==> src/rtl/riscv_pkg.sv <==
// Shared fetch-side types and constants: word width, reset PC, PC step,
// fetch FSM states and the buffered {pc, instr} entry.
package riscv_pkg;

  localparam int WORD_SIZE = 32;
  localparam logic [WORD_SIZE-1:0] RESET_PC = 32'h0000_0000;
  localparam int PC_STEP = 4;

  typedef enum logic {
    RUN  = 1'b0,
    HALT = 1'b1
  } fetch_state_t;

  typedef struct packed {
    logic [WORD_SIZE-1:0] pc;
    logic [WORD_SIZE-1:0] instr;
  } fetch_entry_t;

endpackage

==> src/rtl/fetch_fifo.sv <==
// Synchronous FIFO of fetch entries with push, pop and flush; flush beats both.
// Head is read combinationally so decode sees a new entry the cycle after it lands.
module fetch_fifo
  import riscv_pkg::*;
#(
  parameter int DEPTH = 2
) (
  input  logic                     clk,
  input  logic                     rst,
  input  logic                     flush,
  input  logic                     push,
  input  fetch_entry_t             din,
  input  logic                     pop,
  output fetch_entry_t             dout,
  output logic [$clog2(DEPTH):0]   count,
  output logic                     full,
  output logic                     empty
);

  localparam int AW = $clog2(DEPTH);

  logic [AW-1:0] wr_ptr_reg;
  logic [AW-1:0] rd_ptr_reg;
  logic [AW:0]   count_reg;
  logic          do_push;
  logic          do_pop;
  fetch_entry_t  slot_q [DEPTH];

  assign empty   = (count_reg == '0);
  assign full    = (count_reg == (AW+1)'(DEPTH));
  assign do_pop  = pop && !empty;
  // A full FIFO may still accept a push when its head leaves in the same cycle.
  assign do_push = push && (!full || do_pop);

  genvar gi;
  generate
    for (gi = 0; gi < DEPTH; gi++) begin : g_slot
      fetch_entry_t slot_reg;
      always_ff @(posedge clk) begin
        if (do_push && wr_ptr_reg == AW'(gi)) begin
          slot_reg <= din;
        end
      end
      assign slot_q[gi] = slot_reg;
    end
  endgenerate

  always_ff @(posedge clk) begin
    if (rst || flush) begin
      wr_ptr_reg <= '0;
      rd_ptr_reg <= '0;
      count_reg  <= '0;
    end else begin
      if (do_push) wr_ptr_reg <= wr_ptr_reg + 1'b1;
      if (do_pop)  rd_ptr_reg <= rd_ptr_reg + 1'b1;
      case ({do_push, do_pop})
        2'b10:   count_reg <= count_reg + 1'b1;
        2'b01:   count_reg <= count_reg - 1'b1;
        default: count_reg <= count_reg;
      endcase
    end
  end

  assign dout  = slot_q[rd_ptr_reg];
  assign count = count_reg;

endmodule

==> src/rtl/instr_fetch_unit.sv <==
// Fetch PC, redirect handling and RUN/HALT control in front of a zero-latency
// instruction memory; fetched {pc, instr} pairs are buffered for decode.
module instr_fetch_unit
  import riscv_pkg::*;
#(
  parameter int                          WORD_SIZE  = riscv_pkg::WORD_SIZE,
  parameter logic [riscv_pkg::WORD_SIZE-1:0] RESET_PC = riscv_pkg::RESET_PC,
  parameter int                          FIFO_DEPTH = 2
) (
  input  logic                 clk,
  input  logic                 rst,
  output logic [WORD_SIZE-1:0] imem_addr,
  input  logic [WORD_SIZE-1:0] imem_instr,
  input  logic                 redirect_valid,
  input  logic [WORD_SIZE-1:0] redirect_pc,
  output logic                 out_valid,
  input  logic                 out_ready,
  output logic [WORD_SIZE-1:0] out_instr,
  output logic [WORD_SIZE-1:0] out_pc,
  output logic                 fetch_err
);

  fetch_state_t                  state_reg, state_next;
  logic [WORD_SIZE-1:0]          fetch_pc_reg, fetch_pc_next;
  logic                          err_reg, err_next;
  logic                          push_en, flush_en, pop;
  logic                          fifo_full, fifo_empty;
  logic [$clog2(FIFO_DEPTH):0]   fifo_count;
  logic                          count_unused;
  fetch_entry_t                  fifo_head;
  fetch_entry_t                  push_entry;

  assign pop        = out_valid && out_ready;
  assign push_entry = {fetch_pc_reg, imem_instr};

  always_comb begin
    state_next    = state_reg;
    fetch_pc_next = fetch_pc_reg;
    err_next      = err_reg;
    push_en       = 1'b0;
    flush_en      = 1'b0;
    case (state_reg)
      RUN: begin
        if (redirect_valid) begin
          flush_en = 1'b1;
          // A misaligned target is fatal: keep the old PC and stop fetching.
          if (redirect_pc[1:0] != 2'b00) begin
            err_next   = 1'b1;
            state_next = HALT;
          end else begin
            fetch_pc_next = redirect_pc;
          end
        end else if (!fifo_full || pop) begin
          push_en       = 1'b1;
          fetch_pc_next = fetch_pc_reg + WORD_SIZE'(PC_STEP);
        end
      end
      HALT: begin
        state_next = HALT;
      end
      default: state_next = RUN;
    endcase
  end

  always_ff @(posedge clk) begin
    if (rst) begin
      state_reg    <= RUN;
      fetch_pc_reg <= RESET_PC;
      err_reg      <= 1'b0;
    end else begin
      state_reg    <= state_next;
      fetch_pc_reg <= fetch_pc_next;
      err_reg      <= err_next;
    end
  end

  fetch_fifo #(
    .DEPTH (FIFO_DEPTH)
  ) u_fifo (
    .clk   (clk),
    .rst   (rst),
    .flush (flush_en),
    .push  (push_en),
    .din   (push_entry),
    .pop   (pop),
    .dout  (fifo_head),
    .count (fifo_count),
    .full  (fifo_full),
    .empty (fifo_empty)
  );

  // Occupancy is not needed by the fetch control; it stays wired for debug visibility.
  assign count_unused = ^fifo_count;

  assign imem_addr = fetch_pc_reg;
  assign out_valid = (state_reg == RUN) && !fifo_empty;
  assign out_pc    = out_valid ? fifo_head.pc    : '0;
  assign out_instr = out_valid ? fifo_head.instr : '0;
  assign fetch_err = err_reg;

endmodule

==> config.mk <==
export PLATFORM = sky130hd
export DESIGN_NAME = instr_fetch_unit
export DESIGN_NICKNAME = d
export VERILOG_FILES = /design/src/rtl/riscv_pkg.sv /design/src/rtl/fetch_fifo.sv /design/src/rtl/instr_fetch_unit.sv
export SDC_FILE = /design/constraint.sdc
export NUM_CORES = 1
export LEC_CHECK = 0
export ABC_AREA = 0
export CELL_PAD_IN_SITES_DETAIL_PLACEMENT = 1
export CELL_PAD_IN_SITES_GLOBAL_PLACEMENT = 1
export CORE_AREA = 4 4 135 137
export DETAILED_ROUTE_END_ITERATION = 8
export DIE_AREA = 0 0 139 141
export GPL_ROUTABILITY_DRIVEN = 0
export GPL_TIMING_DRIVEN = 0
export PLACE_DENSITY_LB_ADDON = 0.1
export REMOVE_ABC_BUFFERS = 1
export SLEW_MARGIN = 15
export SYNTH_ARGS = -nofsm -noshare
export SYNTH_HDL_FRONTEND = slang
export SYNTH_HIERARCHICAL = 1
export SYNTH_SLANG_ARGS = --single-unit
==> constraint.sdc <==
create_clock -name clk -period 10.7 [get_ports clk]
set_clock_uncertainty 0.1 [all_clocks]
set_input_delay 3.21 -clock clk [delete_from_list [all_inputs] [get_ports clk]]
set_output_delay 3.21 -clock clk [all_outputs]
set_load 0.005 [all_outputs]
==> flow_summary_export.csv <==
group,metric,value,unit
outcome,status,"complete, no violations",
cts,cts_root_buf,"clkbuf_16",
cts,clockBufferDepth,2,
critical_path,r2r_cells,9,
synth,synth_compound_area_share,8.55,%
critical_path,crit_top_cell,"buf_16",
synth,yosysSeqAreaShare,62.3,%
power_and_ir_drop,p_clk_share,39.4,%
timing,whs,389,ps
cts,cts_tree,"done",
critical_path,required,10730,ps
floorplanning,start_util,43.3,%
synth,yosys.area_share.simple,15.1,%
critical_path,critical_path.slowest_cell,"a211o_1",
timing,finalCritPeriodShare,56.1,%
critical_path,end_kind,"flip-flop",
power_and_ir_drop,power_frac_comb,10.8,%
routing,ant_nets,0,
timing,drv_slew,0,
finish,postLayoutCoreUtil,58.5,%
synth,ys.warnings.count,6,
synth,syn_inst,571,
finish,final-seq-area,4610,µm²
placed_design,dp_hpwl,13.4,mm
timing,hold_viol,0,
finish,drive_gt1_share,16.9,%
routing,wl_per_cell,20.0,µm
critical_path,crit_type,"primary input to flip-flop",
power_and_ir_drop,p_int,1.15,mW
grt,grt-ovfl-total,0,
synth,ys_types,55,
power_and_ir_drop,power_frac_seq,49.8,%
floorplanning,rows,48,
synth,ys.flop_type,"edfxtp_1",
grt,track_usage,20.0,%
cts,cts_made_buffers,17,
critical_path,worstSetupPathDepth,9,
power_and_ir_drop,leakage,3.45,nW
critical_path,path_cells,"clkdlybuf4s50_1 > nand2b_1 > a211o_1 > inv_1 > o21ai_2 > nor2_4 > buf_16 > buf_16 > buf_16",
floorplanning,die_w,139,µm
synth,synth-adder-area-share,0.169,%
floorplanning,core_area,17100,µm²
synth,syn_avg_cell_area,12.9,µm²
worst_hold_path,hold_path_class,"flip-flop to flip-flop",
power_and_ir_drop,powerDensity,151,nW/µm²
routing,drt-vias-per-instance,5.46,
finish,multi_input_area,2620,µm²
finish,num-fill-cells,1718,
routing,dr.pass1.iters,4,
synth,synth_xor_area_share,0.237,%
synth,synth-seq-cells,166,
timing,final_period_minus_worst_setup_slack,6000,ps
placed_design,port_buffers,165,
finish,largest_register_ff_count,128,
critical_path,critPathMaxStageDelay,490,ps
cts,ctsResizeCount,0,
floorplanning,die-area,19600,µm²
placed_design,dp.cells,938,
power_and_ir_drop,vdd_drop_max,119,µV
cts,htree_levels,4,
grt,grt_max_degree,48,
routing,initialDrtViolationCount,341,
synth,syn-cell-area,7390,µm²
synth,muxShareOfSynthArea,11.0,%
timing,fmax,0.167,GHz
grt,antenna_found_initial,0,
cts,clk_latency,420,ps
cts,cts_hold_repair.buffers,0,
synth,synth_edf_count,128,
critical_path,path_max_fanout,19,
finish,area_growth,35.1,%
power_and_ir_drop,switching_share,23.9,%
grt,grt_pass1_vias,5590,
synth,synth_top_family_by_area,"simple AND/OR/NAND/NOR gates",
finish,fin_nets,801,
critical_path,cp.arrival,6040,ps
critical_path,critPathBufInv,5,
cts,clock_sinks,166,
routing,vias,5305,
run,cap_violations,0,
finish,stdcell_count,971,
critical_path,crit_family,"buffers and inverters",
routing,drc,0,
cts,clkTransAtPathRegs,70,ps
floorplanning,die_y,141,µm
worst_hold_path,holdPathStages,0,
synth,async_reset_ff_share,0,%
timing,slew-limit-headroom,36.7,%
floorplanning,ios,166,
critical_path,cp-start-kind,"primary input",
timing,setup_viol,0,
timing,rsz0062_at_grt,"no",
power_and_ir_drop,power.switching,0.360,mW
grt,grt_pass1_wl,31.0,mm
cts,post-cts-setup-buffer-count,0,
timing,tightestPinTransition,941,ps
routing,drt-total-wl,19.5,mm
Yosys cell counts (2+ instances only):
master,n,share of area [%]
nor2b_1,2,0.17
buf_6,6,0.91
a21oi_1,30,2.0
dfxtp_1,38,10
inv_1,5,0.25
or3_1,3,0.25
a31oi_1,8,0.68
xor2_1,2,0.24
nand2b_1,3,0.25
nor2_1,33,1.7
buf_2,2,0.14
mux2i_1,8,1.1
a31o_2,2,0.24
a22o_1,2,0.24
a311oi_1,4,0.47
and4_1,4,0.47
nor3_1,5,0.34
a32o_1,4,0.54
o21ai_0,16,1.1
and2_1,68,5.8
mux2_2,64,9.8
o31ai_1,4,0.41
nand3_1,10,0.68
o41ai_1,6,0.71
nor4_1,7,0.59
clkbuf_1,23,1.2
o21a_1,2,0.20
nand4_1,4,0.34
edfxtp_1,128,52
and3_1,16,1.4
nand3_2,3,0.41
o22ai_1,4,0.34
a211oi_1,5,0.51
or2_2,2,0.17
nand2_1,28,1.4
worst register-to-register path, stage by stage, from the launching register on:
cell	delay, ps
dfxtp_1	460
nor2_1	140
nand2b_1	160
a211o_1	490
inv_1	490
o21ai_2	220
nor2_4	480
buf_16	230
buf_16	180
buf_16	190
kinds of logic after synthesis:
logic type / Yosys count
adder cells (fa/ha/maj): 1
flip-flops: 166
buffers and inverters: 37
multiplexers: 73
XOR/XNOR: 2
AND/OR/NAND/NOR: 196
AO/OA/AOI/OAI: 96
stage by stage:
step	setup TNS (ps)	setup WS [ps]	total power, mW	instance area [µm²]
2_1_floorplan	0	3420	0.824	7220
3_3_place_gp	-86800	-685	0.914	9150
3_5_place_dp	0	4240	0.930	9410
4_1_cts	0	4700	1.53	9980
5_1_grt	0	4540	1.57	9970
6_report	0	4700	1.51	9980
routing by layer:
metal	part of all wire [%]	track usage, %
met5	0	0
met4	1.6	6.90
met3	3.8	3.90
met2	51	34.7
met1	43	25.2
final timing paths:
check / startpoint / to / slack (ps)
worst max register to register: u_fifo/count[1]$_SDFFE_PP0P_ / u_fifo/g_slot[0].slot_reg[31]$_DFFE_PP_ / 7250
worst min-delay path: imem_addr[0]$_SDFFE_PP0P_ / u_fifo/g_slot[0].slot_reg[32]$_DFFE_PP_ / 390
worst max-delay path: out_ready / u_fifo/g_slot[0].slot_reg[31]$_DFFE_PP_ / 4700
worst min register to register: imem_addr[0]$_SDFFE_PP0P_ / u_fifo/g_slot[0].slot_reg[32]$_DFFE_PP_ / 390
area by class of cell:
class                      count  share of cell area (%)
clock inverter                15                    1.45
timing repair buffer         174                    18.8
tap                          225                    2.82
inverter                       5                   0.188
sequential                   166                    46.2
clock buffer                  17                    4.26
multi-input combinational    368                    26.3
antenna                        1                  0.0251
power groups by stage:
stage	clock network [mW]	registers, mW	logic, mW
floorplan	0	0.762	0.0627
global placement	0	0.767	0.147
detailed placement	0	0.765	0.165
CTS	0.608	0.751	0.167
global route	0.642	0.754	0.178
finish	0.594	0.751	0.163
layout by cell type (no fill, tap or decap), types with 6 or more instances in the layout:
cell               n
and2_1            68
nand3_1           10
mux2i_1            8
nor2_1            29
buf_16             7
o21ai_0           16
o41ai_1            6
mux2_2            64
a31oi_1            8
dfxtp_1           37
clkdlybuf4s50_1  163
nand2_1           28
a21oi_1           30
clkbuf_16         17
edfxtp_1         128
and3_1            16
nor4_1             7
Power figures use the tool's default switching activity.
